### src/rtl/axi_ddr_pkg.sv
// Shared definitions for the DDR-facing AXI read path: response codes,
// burst-splitting limits and the splitter FSM state type.
package axi_ddr_pkg;

    localparam logic [1:0] AXI_RESP_OKAY   = 2'b00;
    localparam logic [1:0] AXI_RESP_EXOKAY = 2'b01;
    localparam logic [1:0] AXI_RESP_SLVERR = 2'b10;
    localparam logic [1:0] AXI_RESP_DECERR = 2'b11;

    // The DDR slave takes a 4-bit arlen, so 16 beats per sub-burst at most.
    localparam int AXI_MAX_SUBBURST = 16;
    localparam int AXI_4K_BYTES     = 4096;

    typedef enum logic {
        ST_IDLE  = 1'b0,
        ST_ISSUE = 1'b1
    } split_state_e;

endpackage

### src/rtl/sync_flag_fifo.sv
// Single-clock FIFO of 1-bit flags. Pointers carry one extra wrap bit so
// full and empty are distinguished without a separate counter.
// A push while full is taken only when a pop happens in the same cycle.
module sync_flag_fifo #(
    parameter int DEPTH = 4
) (
    input  logic aclk,
    input  logic aresetn,
    input  logic push_i,
    input  logic data_i,
    input  logic pop_i,
    output logic full_o,
    output logic empty_o,
    output logic head_o
);

    localparam int AW = $clog2(DEPTH);

    logic [AW:0]      wr_ptr_q;
    logic [AW:0]      rd_ptr_q;
    logic [DEPTH-1:0] mem_q;
    logic             do_push;
    logic             do_pop;

    assign full_o  = (wr_ptr_q[AW] != rd_ptr_q[AW]) &&
                     (wr_ptr_q[AW-1:0] == rd_ptr_q[AW-1:0]);
    assign empty_o = (wr_ptr_q == rd_ptr_q);
    assign head_o  = mem_q[rd_ptr_q[AW-1:0]];
    assign do_pop  = pop_i && !empty_o;
    assign do_push = push_i && (!full_o || do_pop);

    // Storage and pointer update; the head is read before any same-slot overwrite.
    always_ff @(posedge aclk or negedge aresetn) begin
        if (!aresetn) begin
            wr_ptr_q <= '0;
            rd_ptr_q <= '0;
            mem_q    <= '0;
        end else begin
            if (do_push) begin
                mem_q[wr_ptr_q[AW-1:0]] <= data_i;
                wr_ptr_q                <= wr_ptr_q + 1'b1;
            end
            if (do_pop) begin
                rd_ptr_q <= rd_ptr_q + 1'b1;
            end
        end
    end

endmodule

### src/rtl/axi_rd_burst_splitter.sv
// AXI4 read-burst splitter in front of a DDR slave with 4-bit arlen.
// Each upstream INCR burst (8-bit arlen) is cut into sub-bursts of at most
// 16 beats; R beats pass straight through and only the final sub-burst's
// rlast is forwarded upstream, tracked by a 1-bit "last" flag FIFO.
// Build option: define AXI_SPLIT_4K_EN to also stop sub-bursts at 4 KB lines.
// Handshakes: a transfer happens on a cycle where valid and ready are both
// high; once m_arvalid rises, it and the m_ar* payload hold until accepted.
module axi_rd_burst_splitter
    import axi_ddr_pkg::*;
#(
    parameter int AXI_ADDR_WIDTH = 32,
    parameter int AXI_DATA_WIDTH = 64,
    parameter int AXI_ID_WIDTH   = 4,
    parameter int OUTSTANDING    = 4   // power of 2, at least 2
) (
    input  logic                      aclk,
    input  logic                      aresetn,
    input  logic [AXI_ID_WIDTH-1:0]   s_arid,
    input  logic [AXI_ADDR_WIDTH-1:0] s_araddr,
    input  logic [7:0]                s_arlen,
    input  logic                      s_arvalid,
    output logic                      s_arready,
    output logic [AXI_ID_WIDTH-1:0]   s_rid,
    output logic [AXI_DATA_WIDTH-1:0] s_rdata,
    output logic [1:0]                s_rresp,
    output logic                      s_rlast,
    output logic                      s_rvalid,
    input  logic                      s_rready,
    output logic [AXI_ID_WIDTH-1:0]   m_arid,
    output logic [AXI_ADDR_WIDTH-1:0] m_araddr,
    output logic [3:0]                m_arlen,
    output logic                      m_arvalid,
    input  logic                      m_arready,
    input  logic [AXI_ID_WIDTH-1:0]   m_rid,
    input  logic [AXI_DATA_WIDTH-1:0] m_rdata,
    input  logic [1:0]                m_rresp,
    input  logic                      m_rlast,
    input  logic                      m_rvalid,
    output logic                      m_rready,
    output logic                      rlast_err,
    output split_state_e              dbg_state_o
);

    localparam int BB      = AXI_DATA_WIDTH / 8;
    localparam int BB_LOG2 = $clog2(BB);

    split_state_e              state_q, state_d;
    logic [AXI_ID_WIDTH-1:0]   id_q, id_d;
    logic [AXI_ADDR_WIDTH-1:0] addr_q, addr_d;
    logic [8:0]                rem_q, rem_d;
    logic                      init_q;
    logic                      err_q;
    logic [8:0]                len_w;
    logic                      last_w;
    logic                      ar_fire;
    logic                      r_last_fire;
    logic                      fifo_full, fifo_empty, fifo_head;
    logic                      fifo_push;

`ifdef AXI_SPLIT_4K_EN
    logic [12:0] bytes_to_4k;
    logic [9:0]  b4k;
    assign bytes_to_4k = 13'(AXI_4K_BYTES) - {1'b0, addr_q[11:0]};
    assign b4k         = 10'(bytes_to_4k >> BB_LOG2);
`endif

    // Sub-burst length: remaining beats capped at 16 (and at the 4 KB line when enabled).
    always_comb begin
        len_w = (rem_q < 9'(AXI_MAX_SUBBURST)) ? rem_q : 9'(AXI_MAX_SUBBURST);
`ifdef AXI_SPLIT_4K_EN
        if (b4k < 10'(len_w)) begin
            len_w = b4k[8:0];
        end
`endif
    end

    assign last_w    = (rem_q == len_w);
    assign s_arready = (state_q == ST_IDLE) && init_q;
    assign m_arvalid = (state_q == ST_ISSUE) && !fifo_full;
    assign m_arid    = id_q;
    assign m_araddr  = addr_q;
    assign m_arlen   = (state_q == ST_ISSUE) ? 4'(len_w - 9'd1) : 4'd0;
    assign ar_fire   = m_arvalid && m_arready;
    assign fifo_push = ar_fire;

    // Next-state logic: latch the request in IDLE, walk address/remaining in ISSUE.
    always_comb begin
        state_d = state_q;
        id_d    = id_q;
        addr_d  = addr_q;
        rem_d   = rem_q;
        case (state_q)
            ST_IDLE: begin
                if (s_arvalid && s_arready) begin
                    id_d    = s_arid;
                    addr_d  = s_araddr;
                    rem_d   = {1'b0, s_arlen} + 9'd1;
                    state_d = ST_ISSUE;
                end
            end
            ST_ISSUE: begin
                if (ar_fire) begin
                    rem_d  = rem_q - len_w;
                    addr_d = addr_q + (AXI_ADDR_WIDTH'(len_w) << BB_LOG2);
                    if (last_w) begin
                        state_d = ST_IDLE;
                    end
                end
            end
            default: state_d = ST_IDLE;
        endcase
    end

    // State and request registers; init_q holds s_arready low for the reset cycle.
    always_ff @(posedge aclk or negedge aresetn) begin
        if (!aresetn) begin
            state_q <= ST_IDLE;
            id_q    <= '0;
            addr_q  <= '0;
            rem_q   <= '0;
            init_q  <= 1'b0;
        end else begin
            state_q <= state_d;
            id_q    <= id_d;
            addr_q  <= addr_d;
            rem_q   <= rem_d;
            init_q  <= 1'b1;
        end
    end

    // R path: zero-latency pass-through, rlast re-formed from the flag FIFO head.
    assign s_rvalid    = m_rvalid;
    assign m_rready    = s_rready;
    assign s_rid       = m_rid;
    assign s_rdata     = m_rdata;
    assign s_rresp     = m_rresp;
    assign r_last_fire = m_rvalid && s_rready && m_rlast;
    assign s_rlast     = m_rlast && !fifo_empty && fifo_head;
    assign rlast_err   = err_q;
    assign dbg_state_o = state_q;

    // Sticky error: a sub-burst completed with nothing tracked.
    always_ff @(posedge aclk or negedge aresetn) begin
        if (!aresetn) begin
            err_q <= 1'b0;
        end else if (r_last_fire && fifo_empty) begin
            err_q <= 1'b1;
        end
    end

    sync_flag_fifo #(
        .DEPTH (OUTSTANDING)
    ) u_flag_fifo (
        .aclk    (aclk),
        .aresetn (aresetn),
        .push_i  (fifo_push),
        .data_i  (last_w),
        .pop_i   (r_last_fire),
        .full_o  (fifo_full),
        .empty_o (fifo_empty),
        .head_o  (fifo_head)
    );

endmodule

### config.mk
export PLATFORM = sky130hd
export DESIGN_NAME = axi_rd_burst_splitter
export DESIGN_NICKNAME = d
export VERILOG_FILES = /design/src/rtl/axi_ddr_pkg.sv /design/src/rtl/sync_flag_fifo.sv /design/src/rtl/axi_rd_burst_splitter.sv
export SDC_FILE = /design/constraint.sdc
export NUM_CORES = 1
export LEC_CHECK = 0
export ABC_AREA = 0
export ABC_CLOCK_PERIOD_IN_PS = 4940
export BUFFER_PORTS_ARGS = -buffer_cell sky130_fd_sc_hd__buf_2
export CORE_ASPECT_RATIO = 1.5
export CORE_UTILIZATION = 49
export CTS_CLUSTER_DIAMETER = 120
export DETAILED_ROUTE_END_ITERATION = 16
export GPL_TIMING_DRIVEN = 0
export PLACE_DENSITY = 0.93
export RECOVER_POWER = 100
export SYNTH_ARGS = -nofsm -noshare
export SYNTH_HDL_FRONTEND = slang
export SYNTH_SLANG_ARGS = --single-unit
### constraint.sdc
create_clock -name aclk -period 4.94 [get_ports aclk]
set_input_delay 0 -clock aclk [delete_from_list [all_inputs] [get_ports aclk]]
set_output_delay 0 -clock aclk [all_outputs]
set_load 0.01 [all_outputs]
### After elaboration in Yosys (flattened, before gate mapping)

Cells that the tools add are included.

| word-level totals | value |
|---|---|
| memory bits (writable) | 0 |
| output and inout port bits | 117 |
| memory bits (read-only) | 0 |
| flip-flop bits (word level) | 58 |
| memories kept | 0 |
| input port bits | 121 |
| bits in latches | 0 |

| cells by class | value |
|---|---|
| bitwise logic cells | 1 |
| add/sub/neg operators | 6 |
| eq/ne operators | 6 |
| magnitude comparators | 4 |
| reductions and logical operators | 18 |
| divide/modulo/power cells | 0 |
| mux-type cells | 17 |
| shifts and indexed selects | 0 |
| multiply operators | 0 |

Operators with widths:

| operator | count |
|---|---|
| 32-bit 2-to-1 mux | 2 |
| 32-bit one-hot mux with 2 select lines | 1 |
| 32-bit by 12-bit adder with 32-bit output | 1 |
| 9-bit 2-to-1 mux | 3 |
| 9-bit one-hot mux with 2 select lines | 1 |
| 1-bit logical AND | 13 |
| 8-bit by 1-bit adder with 9-bit output, second input constant | 1 |
| 9-bit equality test | 1 |
| 9-bit by 5-bit less-than comparator with 1-bit output, second input constant | 1 |
| 9-bit subtractor | 1 |
| 3-bit by 1-bit adder with 3-bit output, second input constant | 2 |
| 2-bit by 3-bit less-than comparator with 1-bit output, second input constant | 2 |
| 1-bit 2-to-1 mux | 5 |
| 4-bit bitwise mux | 1 |
| 4-bit 2-to-1 mux | 1 |
| 2-bit by 1-bit inequality test with 1-bit output, second input constant | 2 |
| 2-bit AND reduction | 2 |
| 4-bit by 1-bit subtractor with 4-bit output, second input constant | 1 |
| 3-bit equality test | 1 |
| 1-bit binary-select mux with 2-bit select | 1 |
| 1-bit demux with 2-bit select | 1 |
| 2-bit equality test | 1 |
| 2-bit by 1-bit >= comparator with 1-bit output, second input constant | 1 |
| 1-bit zero test | 2 |
| other kinds (4) | 4 |

### Longest topological paths before layout

Gate-level depths: netlist of run 1.

| logic depth | value |
|---|---|
| word-level depth | 7 |
| depth in mapped cells | 13 |
| mapped depth without buffers | 13 |

### Modules after synthesis

Synthesis of run 1 repeated with hierarchy kept, for this count alone.

| unflattened totals | value |
|---|---|
| cells, all modules | 527 |
| area, all modules | 4474.3 um^2 |

By module, submodules not included:

| module | area an instance (um^2) | cells an instance | instances |
|---|---|---|---|
| axi_rd_burst_splitter | 3828.7 | 474 | 1 |
| sync_flag_fifo | 645.6 | 53 | 1 |

### Least setup slack after synthesis of run 1

No wires, ideal clock.

| path | value |
|---|---|
| kind | register -> register |
| start | reg rem_q[5] |
| end | reg addr_q[23], in the netlist m_araddr[23] |
| stages on the path, launching flop included | 14 |
| path buffers | 0 |
| path slack | 1760 ps |
| library setup time | 126 ps |
| arrival | 3054 ps |
| path through | dfrtp_1 > or3_4 > nor3_4 > nand2_1 > inv_1 > ha_1 > inv_1 > fa_1 > and2b_1 > o2111ai_2 > a211oi_4 > o21ai_0 > mux2i_1 > a221o_1 |

| between the ends | value |
|---|---|
| word-level cells in the longest chain between the ends | 5 |

Ends and longest elaborated chain:

| what | RTL line | RTL |
|---|---|---|
| start: declaration | axi_rd_burst_splitter.sv:50 | `logic [8:0] rem_q, rem_d;` |
| start signal: assignment | axi_rd_burst_splitter.sv:126 | `rem_q <= rem_d;` |
| 9-bit by 5-bit less-than comparator with 1-bit output | axi_rd_burst_splitter.sv:69 | `len_w = (rem_q < 9'(AXI_MAX_SUBBURST)) ? rem_q : 9'(AXI_MAX_SUBBURST);` |
| 9-bit 2-to-1 mux * | axi_rd_burst_splitter.sv:69 |  |
| 32-bit by 12-bit adder with 32-bit output * | axi_rd_burst_splitter.sv:104 | `addr_d = addr_q + (AXI_ADDR_WIDTH'(len_w) << BB_LOG2);` |
| 32-bit 2-to-1 mux * | axi_rd_burst_splitter.sv:102 | `if (ar_fire) begin` |
| 32-bit one-hot mux with 2 select lines * | axi_rd_burst_splitter.sv:92 | `case (state_q)` |
| end signal: assignment | axi_rd_burst_splitter.sv:125 | `addr_q <= addr_d;` |
| end: declaration | axi_rd_burst_splitter.sv:49 | `logic [AXI_ADDR_WIDTH-1:0] addr_q, addr_d;` |

Every way passes the cells marked *; elsewhere a longest branch is shown, timed or not. The select of a mux whose other input is x is not followed.
A chain may end at the register's enable or synchronous reset.

### Worst setup path in the final report of run 1

| path | value |
|---|---|
| start | reg rem_q[5] |
| end | reg addr_q[15], in the netlist m_araddr[15] |

Same word-level chain as after synthesis.

==> results.yml, run 1 <==
layout:
  nets: 850
  finalInstanceArea_mm2: 0.00570
  area_growth_pct: 32.7
  n_antenna_cell: 0
  final.fill_count: 749
  drive_gt1_frac: 0.217
route:
  post_drt_wl_per_cell_um: 17.2
  via_count: 4591
  drtAntennaViolNets: 0
  drcViolationCount: 0
  viasPerCell: 5.59
  drt-total-wl_mm: 14.1
  first_pass_iters: 5
  drt_iter0_drc: 394
synthesis:
  ys.warnings.count: 0
  synth_edf_count: 0
  syn_avg_cell_area_um2: 8.73
  synth-async-reset-ratio: 1.00
  synthTopCellsByArea: "dfrtp_1 34%, buf_4 13%, nand2_1 6.4%"
  yosys.cell_types.count: 66
  muxShareOfSynthArea: 0.0417
  synthTopCellsByCount: "73 x buf_4, 73 x nand2_1, 58 x dfrtp_1"
  ys_ff_latch: 58
  synth_area_leader_cell: "dfrtp_1"
  synth_top_family_by_area: "compound AO/OA/AOI/OAI gates"
  synth_compound_area_frac: 0.186
  synth-adder-area-share: 0.0542
  ys_seq_area_frac: 0.338
  synth-xor-area-share: 0.0466
  synth_top_area_frac: 0.338
  synth_area_mm2: 0.00430
  ys.flop_type: "dfrtp_1"
  synth_simple_gate_area_frac: 0.179
  synth_cells: 492
setup_path:
  required_ns: 5.15
  cp-start-kind: "flip-flop"
  cp.depth: 13
  endpoint_kind: "flip-flop"
  crit_end: "m_araddr[15]$_DFFE_PN0P_"
  worstPathArrival_ns: 4.36
  path_cells: "or3_1 -> nor3_1 -> nand2_1 -> inv_1 -> ha_1 -> inv_1 -> fa_1 -> and2b_1 -> o2111ai_1 -> a211oi_4 -> or2_2 -> o21ai_0 -> a221o_1"
  r2r_start: "rem_q[5]$_DFFE_PN0P_"
  path_delay_family: "simple AND/OR/NAND/NOR gates"
  worstSetupStartpoint: "rem_q[5]$_DFFE_PN0P_"
  r2r_cells: 13
  path_class: "flip-flop to flip-flop"
  slowest_delay_ns: 0.57
  cp_common_cell: "inv_1"
  crit_fanout: 7
  cpMaxStageDelayCell: "nor3_1"
  cp_num_buf_inv: 2
  rrSetupSlack_ns: 0.80
  r2r-end: "m_araddr[15]$_DFFE_PN0P_"
timing:
  grt_setup_unrepaired: "no"
  setup_viol_count_final: 0
  relSlewSlack: -1.21
  finalCritPeriodShare: 0.839
  tightest_slew_ns: 3.32
  post-route-min-period_ns: 4.14
  fmax_ghz: 0.241
  tns_ns: 0
  clock_skew_ns: 0.00745
  slew_viol_final: 68
  final_hold_viol_count: 0
  timing.final.ws_setup_ns: 0.796
power:
  p_leak_uw: 0.00261
  peakVddDrop_mv: 0.315
  power_density_mw_per_mm2: 536
cts:
  clk_path_buf_depth: 2
  clk_latency_ns: 0.34
  postCtsSetupRepairBufs: 0
  cts_inserted_buffers: 9
  cts-hold-fix-buffers: 36
  clock-root-buffer: "clkbuf_16"
  cts_tree: "built"
  cts_num_sinks: 58
  clk_pin_slew_ns: 0.05
  cts_resized: 0
  htree_levels: 3
global_route:
  grt_usage: 0.306
  grt_antenna_before_repair: 0
  grt_max_degree: 59
  grt_pass1_wl_mm: 21.3
  overflow: 0
  grt_pass1_vias: 4616
floorplan:
  die_x_um: 78.4
  ioPinCount: 238
  row_count: 41
  die_h_um: 117
  design.core.area_mm2: 0.00846
  die-area_mm2: 0.00915
  start_util: 0.507
placed_design:
  pre_cts_slack_ns: 1.36
  place_area_mm2: 0.00528
  hpwl_mm: 10.2
  gp_congestion: 0.923
  port-buffer-count: 167
run:
  drv_cap: 2
status:
  status: "finished, violations left"
  violations: "max-capacitance violations, max-slew violations"
hold_path:
  min_from: "s_araddr[28]"
  hp-class: "input port to flip-flop"
cells in the final DEF (no fill, tap or decap), types with 4 or more instances in the layout:
cell,count
buf_4,72
nor3_1,9
nand4_1,4
xor2_1,11
nand2_1,73
o21a_1,4
nor2_1,47
buf_2,52
inv_1,14
mux2_2,5
mux2i_1,10
a21oi_1,17
or2_2,4
ha_1,17
o22ai_1,11
a31oi_1,4
clkbuf_16,9
xnor2_1,11
clkbuf_1,131
conb_1,6
a21o_1,7
dfrtp_1,58
o211ai_1,7
dlygate4sd3_1,37
a221o_1,4
nand3_1,12
o21ai_0,16
cells by family after synthesis:
family                   after synthesis
AO/OA/AOI/OAI                        105
XOR/XNOR                              22
adder cells (fa/ha/maj)               18
buffers and inverters                101
flip-flops                            58
multiplexers                          16
other                                  2
AND/OR/NAND/NOR                      170
flip-flops by register name, summed over array words and instances (netlist names):
signal,flops
m_arid,4
rlast_err,1
m_araddr,32
u_flag_fifo.rd_ptr_q,3
init_q,1
rem_q,9
dbg_state_o,1
u_flag_fifo.wr_ptr_q,3
u_flag_fifo.mem_q,4
worst register-to-register path, delay by kind of cell (launching register included):
kind	cells	cell delay (ns)
compound gates	4	1.18
buf+inv	2	0.21
simple gates	5	1.62
flops	1	0.42
fa+ha+maj	2	0.60
worst min-delay path by stage:
stage                                    end  slack (ns)  cells after the start
floorplan              dbg_state_o$_DFF_PN0_       -0.30                      0
global placement                  s_rdata[1]        0.18                      2
detailed placement                s_rdata[8]        0.18                      2
CTS                 m_araddr[28]$_DFFE_PN0P_       0.001                      3
global route        m_araddr[28]$_DFFE_PN0P_        0.02                      3
finish              m_araddr[28]$_DFFE_PN0P_      0.0005                      3
layer usage:
metal / GRT usage / vias up / wire [um]
li1: - / 2090 / -
met1: 0.296 / 2105 / 4740
met2: 0.575 / 340 / 7530
met3: 0.0664 / 56 / 1200
met4: 0.212 / 0 / 610
met5: 0 / - / 0
layout make-up:
type,instances,area [um^2],area share
inverters,14,52.6,0.00922
flip-flops and latches,58,1450,0.255
multi-input cells,337,2140,0.376
repair buffers,204,1060,0.186
clock inverters,3,17.5,0.00307
clock buffers,11,243,0.0426
plain buffers,87,597,0.105
well taps,107,134,0.0235
per-stage QoR:
step                      hold WS, ns  utilization  instances  total power, uW
after global placement          0.184        0.624        770             2430
after global routing           0.0249        0.673        821             3250
after CTS                     0.00113        0.697        820             3110
after floorplan                -0.296            -        496             1980
after detailed placement        0.183        0.624        770             2520
final                        0.000517        0.673        821             3060
where the power goes:
part	switching [uW]	leakage (uW)	internal, uW
logic	928	0.00178	621
clock network	212	0.000127	345
registers	254	0.000698	698
total	1390	0.00261	1660
No activity file was read; power rests on OpenSTA's default activity.
==> run 2: changes to the inputs <==
ABC_AREA = 1   (was 0)
ABC_CLOCK_PERIOD_IN_PS = 3400   (was 4940)
CORE_UTILIZATION = 43   (was 49)
PLACE_DENSITY = 0.84   (was 0.93)
clock period = 3.4 ns   (was 4.94 ns; I/O delays follow)
==> run 2 against run 1 <==
Effect of this change: the flow finishes with violations (negative hold slack, max-capacitance violations); maximum frequency up 40%; core utilization shrank 10 points; wire length up 7.3%.
==> results.yml, run 2 <==
setup_path:
  rrSetupSlack_ns: 0.45
  cp_common_cell: "nor2_1"
  path_cells: "nor2_1 -> nand3_4 -> nor2_1 -> ha_1 -> inv_1 -> fa_1 -> nor2_1 -> nor2_1 -> o21ai_0 -> nand2_1 -> nand3_1 -> nand3_1 -> nand2_1 -> nand2_1"
  endpoint_kind: "flip-flop"
  r2r_cells: 14
  crit_fanout: 10
  cpMaxStageDelayCell: "fa_1"
  path_delay_family: "simple AND/OR/NAND/NOR gates"
  required_ns: 3.62
  path_class: "flip-flop to flip-flop"
  r2r_start: "rem_q[5]$_DFFE_PN0P_"
  slowest_delay_ns: 0.42
  r2r-end: "m_araddr[27]$_DFFE_PN0P_"
  cp-start-kind: "flip-flop"
  worstPathArrival_ns: 3.17
  cp_num_buf_inv: 1
timing:
  post-route-min-period_ns: 2.95
  clock_skew_ns: 0.0105
  final_hold_viol_count: 1
  slew_viol_final: 0
  finalCritPeriodShare: 0.869
  grt_setup_unrepaired: "no"
  whs_ns: -0.000206
  tightest_slew_ns: 1.49
  tns_ns: 0
  fmax_ghz: 0.338
  relSlewSlack: 0.00687
  setup_viol_count_final: 0
global_route:
  overflow: 0
  grt_antenna_before_repair: 0
  grt_max_degree: 59
  grt_pass1_vias: 4945
  grt_usage: 0.254
  grt_pass1_wl_mm: 22.7
cts:
  clk_pin_slew_ns: 0.05
  htree_levels: 3
  cts_resized: 0
  cts-hold-fix-buffers: 26
  cts_tree: "built"
  cts_inserted_buffers: 9
  clk_path_buf_depth: 2
  postCtsSetupRepairBufs: 0
  clk_latency_ns: 0.34
  clock-root-buffer: "clkbuf_16"
  cts_num_sinks: 58
layout:
  mostFrequentLayoutCells: "199 x nand2_1, 126 x clkbuf_1, 95 x nor2_1, 85 x inv_1, 73 x buf_4"
  n_antenna_cell: 0
  drive_gt1_frac: 0.174
  layout.cells.non_filler: 1088
  finalInstanceArea_mm2: 0.00632
  layout_commonest_cell: "nand2_1"
  area_growth_pct: 28.9
  largest_reg_flops: 32
  nets: 1076
  final.fill_count: 1080
synthesis:
  synthTopCellsByCount: "198 x nand2_1, 94 x nor2_1, 85 x inv_1"
  synth_cells: 728
  syn_avg_cell_area_um2: 6.74
  synthTopCellsByArea: "dfrtp_1 30%, nand2_1 15%, buf_4 11%"
  synth_area_leader_cell: "dfrtp_1"
  synth_edf_count: 0
  yosysMostFrequentCell: "nand2_1"
  ys.flop_type: "dfrtp_1"
  ys_ff_latch: 58
  synth-async-reset-ratio: 1.00
  synth_top_area_frac: 0.296
  ys_seq_area_frac: 0.296
  yosys.cell_types.count: 41
  ys.warnings.count: 0
  synth_area_mm2: 0.00491
status:
  status: "finished, violations left"
  violations: "negative hold slack, max-capacitance violations"
route:
  drt_iter0_drc: 404
  first_pass_iters: 5
  post_drt_wl_per_cell_um: 13.9
  drcViolationCount: 0
  drt-total-wl_mm: 15.1
  drtAntennaViolNets: 0
  viasPerCell: 5.02
  via_count: 5463
placed_design:
  place_area_mm2: 0.00594
  gp_congestion: 0.948
  hpwl_mm: 11.5
  port-buffer-count: 167
  dp.cells: 1046
hold_path:
  holdPathEnd: "m_araddr[12]$_DFFE_PN0P_"
  min_from: "s_araddr[12]"
  hold-path-cell-count: 5
  hp-class: "input port to flip-flop"
power:
  power_density_mw_per_mm2: 802
  p_leak_uw: 0.00329
  peakVddDrop_mv: 0.390
  p_total_uw: 5070
run:
  drv_cap: 1
floorplan:
  die_x_um: 89.2
  die_h_um: 133
  design.core.area_mm2: 0.0111
  row_count: 47
  start_util: 0.444
  die-area_mm2: 0.0119
  ioPinCount: 238
-- run 2: cell types whose count changed after synthesis, moves of 10 or more --
cell,before,now
inv_1,13,85
mux2i_1,10,0
o21ai_0,14,25
nand2_1,73,198
nor2_1,44,94
nand3_1,12,50
-- run 2: cells by family after synthesis --
| family | Yosys count | synth area share |
|---|---|---|
| xor gates and xnor gates | 17 | 0.0319 |
| muxes | 1 | 0.00229 |
| other | 2 | 0.00153 |
| buffers and inverters | 176 | 0.200 |
| DFF | 58 | 0.296 |
| adders and majority gates | 18 | 0.0474 |
| and+or+nand+nor | 386 | 0.339 |
| AOI/OAI and AO/OA | 70 | 0.0816 |
-- run 2: final cells by class --
type / instances / area, um^2 / share of cell area
plain buffers: 90 / 639 / 0.101
clock buffers: 13 / 270 / 0.0427
clock inverters: 2 / 35.0 / 0.00554
inverters: 86 / 328 / 0.0518
multi-input cells: 498 / 2450 / 0.388
flip-flops and latches: 58 / 1450 / 0.229
well taps: 147 / 184 / 0.0291
repair buffers: 194 / 962 / 0.152
-- run 2: per-layer routing --
layer  share of wire  global-route usage  up-vias
li1                -                   -     2637
met2            0.54               0.477      318
met5               0                   0        -
met4           0.036               0.123        0
met1            0.35               0.257     2461
met3           0.081              0.0480       47
-- run 2: worst max-delay path by stage --
stage	startpoint	to	cells after the start
detailed placement	rem_q[5]$_DFFE_PN0P_	m_araddr[27]$_DFFE_PN0P_	14
finish	rem_q[5]$_DFFE_PN0P_	m_araddr[27]$_DFFE_PN0P_	14
CTS	rem_q[5]$_DFFE_PN0P_	m_araddr[27]$_DFFE_PN0P_	14
global placement	rem_q[5]$_DFFE_PN0P_	m_araddr[27]$_DFFE_PN0P_	14
floorplan	rem_q[5]$_DFFE_PN0P_	m_araddr[25]$_DFFE_PN0P_	14
global route	rem_q[5]$_DFFE_PN0P_	m_araddr[27]$_DFFE_PN0P_	14
-- run 2: through the flow --
step	utilization	setup slack, ns
2_1_floorplan	-	0.991
3_3_place_gp	0.537	0.595
3_5_place_dp	0.537	0.575
4_1_cts	0.589	0.536
5_1_grt	0.572	0.198
6_report	0.572	0.445
-- run 2: power by group --
group	total [uW]	switching (uW)	leakage, uW	internal [uW]
Clock	938	317	0.000152	621
Sequential	1380	374	0.000697	1010
Combinational	2760	1740	0.00244	1010
Total	5070	2430	0.00329	2640
-- run 2: worst reg2reg max path: stages (launching register included) --
cell and delay (ns):
dfrtp_1 0.41, nor2_1 0.23, nand3_4 0.18, nor2_1 0.26, ha_1 0.28, inv_1 0.07, fa_1 0.42, nor2_1 0.12
nor2_1 0.09, o21ai_0 0.33, nand2_1 0.13, nand3_1 0.09, nand3_1 0.08, nand2_1 0.09, nand2_1 0.05
==> run 3: changes to the inputs <==
CORE_MARGIN = 2   (was not set)
CORE_UTILIZATION = 42   (was 43)
PLACE_DENSITY = 0.83   (was 0.84)
==> run 3 against run 2 <==
Effect of this change: non-clock buffer count decreased by 2; clock-buffer cell count did not move; sequential power barely moved; first-iteration DRC count is 45% lower; critical path depth is the same; hold slack lost 0.0011 ns; clock power decreased by 0.7%; sequential cell count unchanged; maximum frequency is essentially flat; worst setup slack worse by 0.0012 ns; clock skew shrank 0.0024 ns; the flow finishes with violations (negative hold slack).
==> results.yml, run 3 (synthesized netlist as in run 2, its figures left out) <==
status:
  status: "finished, violations left"
  violations: "negative hold slack"
placed_design:
  port-buffer-count: 167
  gp_congestion: 0.956
  pre_cts_slack_ns: 0.502
  hpwl_mm: 12.1
timing:
  whs_ns: -0.00129
  timing.final.ws_setup_ns: 0.444
  tightest_slew_ns: 1.50
  tns_ns: 0
  slew_viol_final: 0
  clock_skew_ns: 0.00812
  fmax_ghz: 0.338
  finalCritPeriodShare: 0.869
  setup_viol_count_final: 0
  final_hold_viol_count: 1
  grt_setup_unrepaired: "no"
  relSlewSlack: 0.00265
  post-route-min-period_ns: 2.96
cts:
  cts_tree: "built"
  cts_resized: 0
  htree_levels: 3
  cts_inserted_buffers: 9
  clock-root-buffer: "clkbuf_16"
  clk_latency_ns: 0.34
  cts_num_sinks: 58
  postCtsSetupRepairBufs: 0
  clk_pin_slew_ns: 0.05
  clk_path_buf_depth: 2
power:
  combPwrFrac: 0.545
  switching_share: 0.480
  power_density_mw_per_mm2: 805
  p_sw_uw: 2430
  clkPwrFrac: 0.183
  peakVddDrop_mv: 0.435
  p_int_uw: 2640
  p_leak_uw: 0.00328
  seqPwrFrac: 0.272
layout:
  mostFrequentLayoutCells: "199 x nand2_1, 126 x clkbuf_1, 94 x nor2_1, 85 x inv_1, 73 x buf_4"
  layout_commonest_cell: "nand2_1"
  final.fill_count: 1183
  drive_gt1_frac: 0.176
  nets: 1074
  n_antenna_cell: 0
  seq_area_mm2: 0.00145
  largest_reg_flops: 32
  area_growth_pct: 28.6
  fin_util: 0.550
  multiInputGateArea_mm2: 0.00246
setup_path:
  cp-start-kind: "flip-flop"
  r2r_cells: 14
  r2r_start: "rem_q[7]$_DFFE_PN0P_"
  endpoint_kind: "flip-flop"
  worstSetupStartpoint: "rem_q[7]$_DFFE_PN0P_"
  r2r-end: "m_araddr[23]$_DFFE_PN0P_"
  required_ns: 3.62
  crit_end: "m_araddr[23]$_DFFE_PN0P_"
  rrSetupSlack_ns: 0.44
  worstPathArrival_ns: 3.17
  path_class: "flip-flop to flip-flop"
  crit_fanout: 10
route:
  first_pass_iters: 7
  wl_met3_mm: 1.25
  met2_length_mm: 8.37
  post_drt_wl_per_cell_um: 14.3
  drt_iter0_drc: 222
  wl_met1_mm: 5.41
  drtAntennaViolNets: 0
  via_count: 5382
  drt-total-wl_mm: 15.5
  drcViolationCount: 0
  viasPerCell: 4.94
  highest_layer: "met4"
run:
  drv_cap: 0
floorplan:
  die_x_um: 92.3
  design.core.area_mm2: 0.0115
  die-area_mm2: 0.0126
  row_count: 48
  start_util: 0.428
  ioPinCount: 238
  die_h_um: 136
global_route:
  grt_max_degree: 59
  overflow: 0
  grt_antenna_before_repair: 0
  grt_usage: 0.246
  grt_pass1_vias: 5030
  grt_pass1_wl_mm: 23.8
hold_path:
  hp-class: "input port to flip-flop"
run 3: changes by cell type in the layout (fill, tap and decap cells not counted), sizes merged:
| cell | change |
|---|---|
| dlygate4sd3 | -2 |
run 3: area by class of cell:
cell class / count / share of cell area
Timing Repair Buffer: 192 / 0.149
Sequential cell: 58 / 0.230
Inverter: 86 / 0.0519
Clock inverter: 2 / 0.00555
Multi-Input combinational cell: 498 / 0.389
Clock buffer: 13 / 0.0428
Tap cell: 150 / 0.0297
Buffer: 90 / 0.101
run 3: stage by stage:
step | instance area, um^2 | instances | power (uW)
global route | 6310 | 1089 | 5500
floorplan | 4920 | 732 | 3280
finish | 6310 | 1089 | 5080
detailed placement | 5950 | 1049 | 4210
CTS | 6490 | 1088 | 5190
global placement | 5950 | 1049 | 4140
run 3: timing repair:
action | in CTS | in global routing
setup endpoints to repair | 0 | 0
hold buffers | 24 | 1
hold endpoints to repair | 24 | 58
run 3: routing by layer:
| metal | vias up | GRT usage |
|---|---|---|
| met4 | 0 | 0.108 |
| li1 | 2647 | - |
| met5 | - | 0 |
| met3 | 37 | 0.0549 |
| met2 | 279 | 0.487 |
| met1 | 2419 | 0.238 |
run 3: power groups by stage:
stage	registers [uW]	clock network, uW	logic [uW]
floorplan	1380	0	1900
global placement	1360	0	2780
detailed placement	1370	0	2840
CTS	1370	945	2880
global route	1430	974	3100
finish	1380	931	2770
run 3: worst min path at each step:
stage                       from                        to  slack (ns)  cells after the start
CTS                 s_araddr[28]  m_araddr[28]$_DFFE_PN0P_       0.002                      5
finish              s_araddr[13]  m_araddr[13]$_DFFE_PN0P_      -0.001                      5
detailed placement   m_rdata[30]               s_rdata[30]        0.18                      2
global route        s_araddr[12]  m_araddr[12]$_DFFE_PN0P_        0.03                      5
global placement     m_rdata[19]               s_rdata[19]        0.18                      2
floorplan                aresetn     dbg_state_o$_DFF_PN0_       -0.30                      0
run 3: worst max-delay path, stage by stage (launching register included):
cell and delay [ns]:
dfrtp_1 0.40, nor2_2 0.19, nand3_4 0.16, nor2_1 0.31, ha_1 0.31, inv_1 0.08, fa_1 0.42, nor2_1 0.12
nor2_1 0.10, inv_1 0.07, nand2_1 0.05, nand3_1 0.25, nand2_1 0.11, o21ai_0 0.17, o21bai_1 0.08
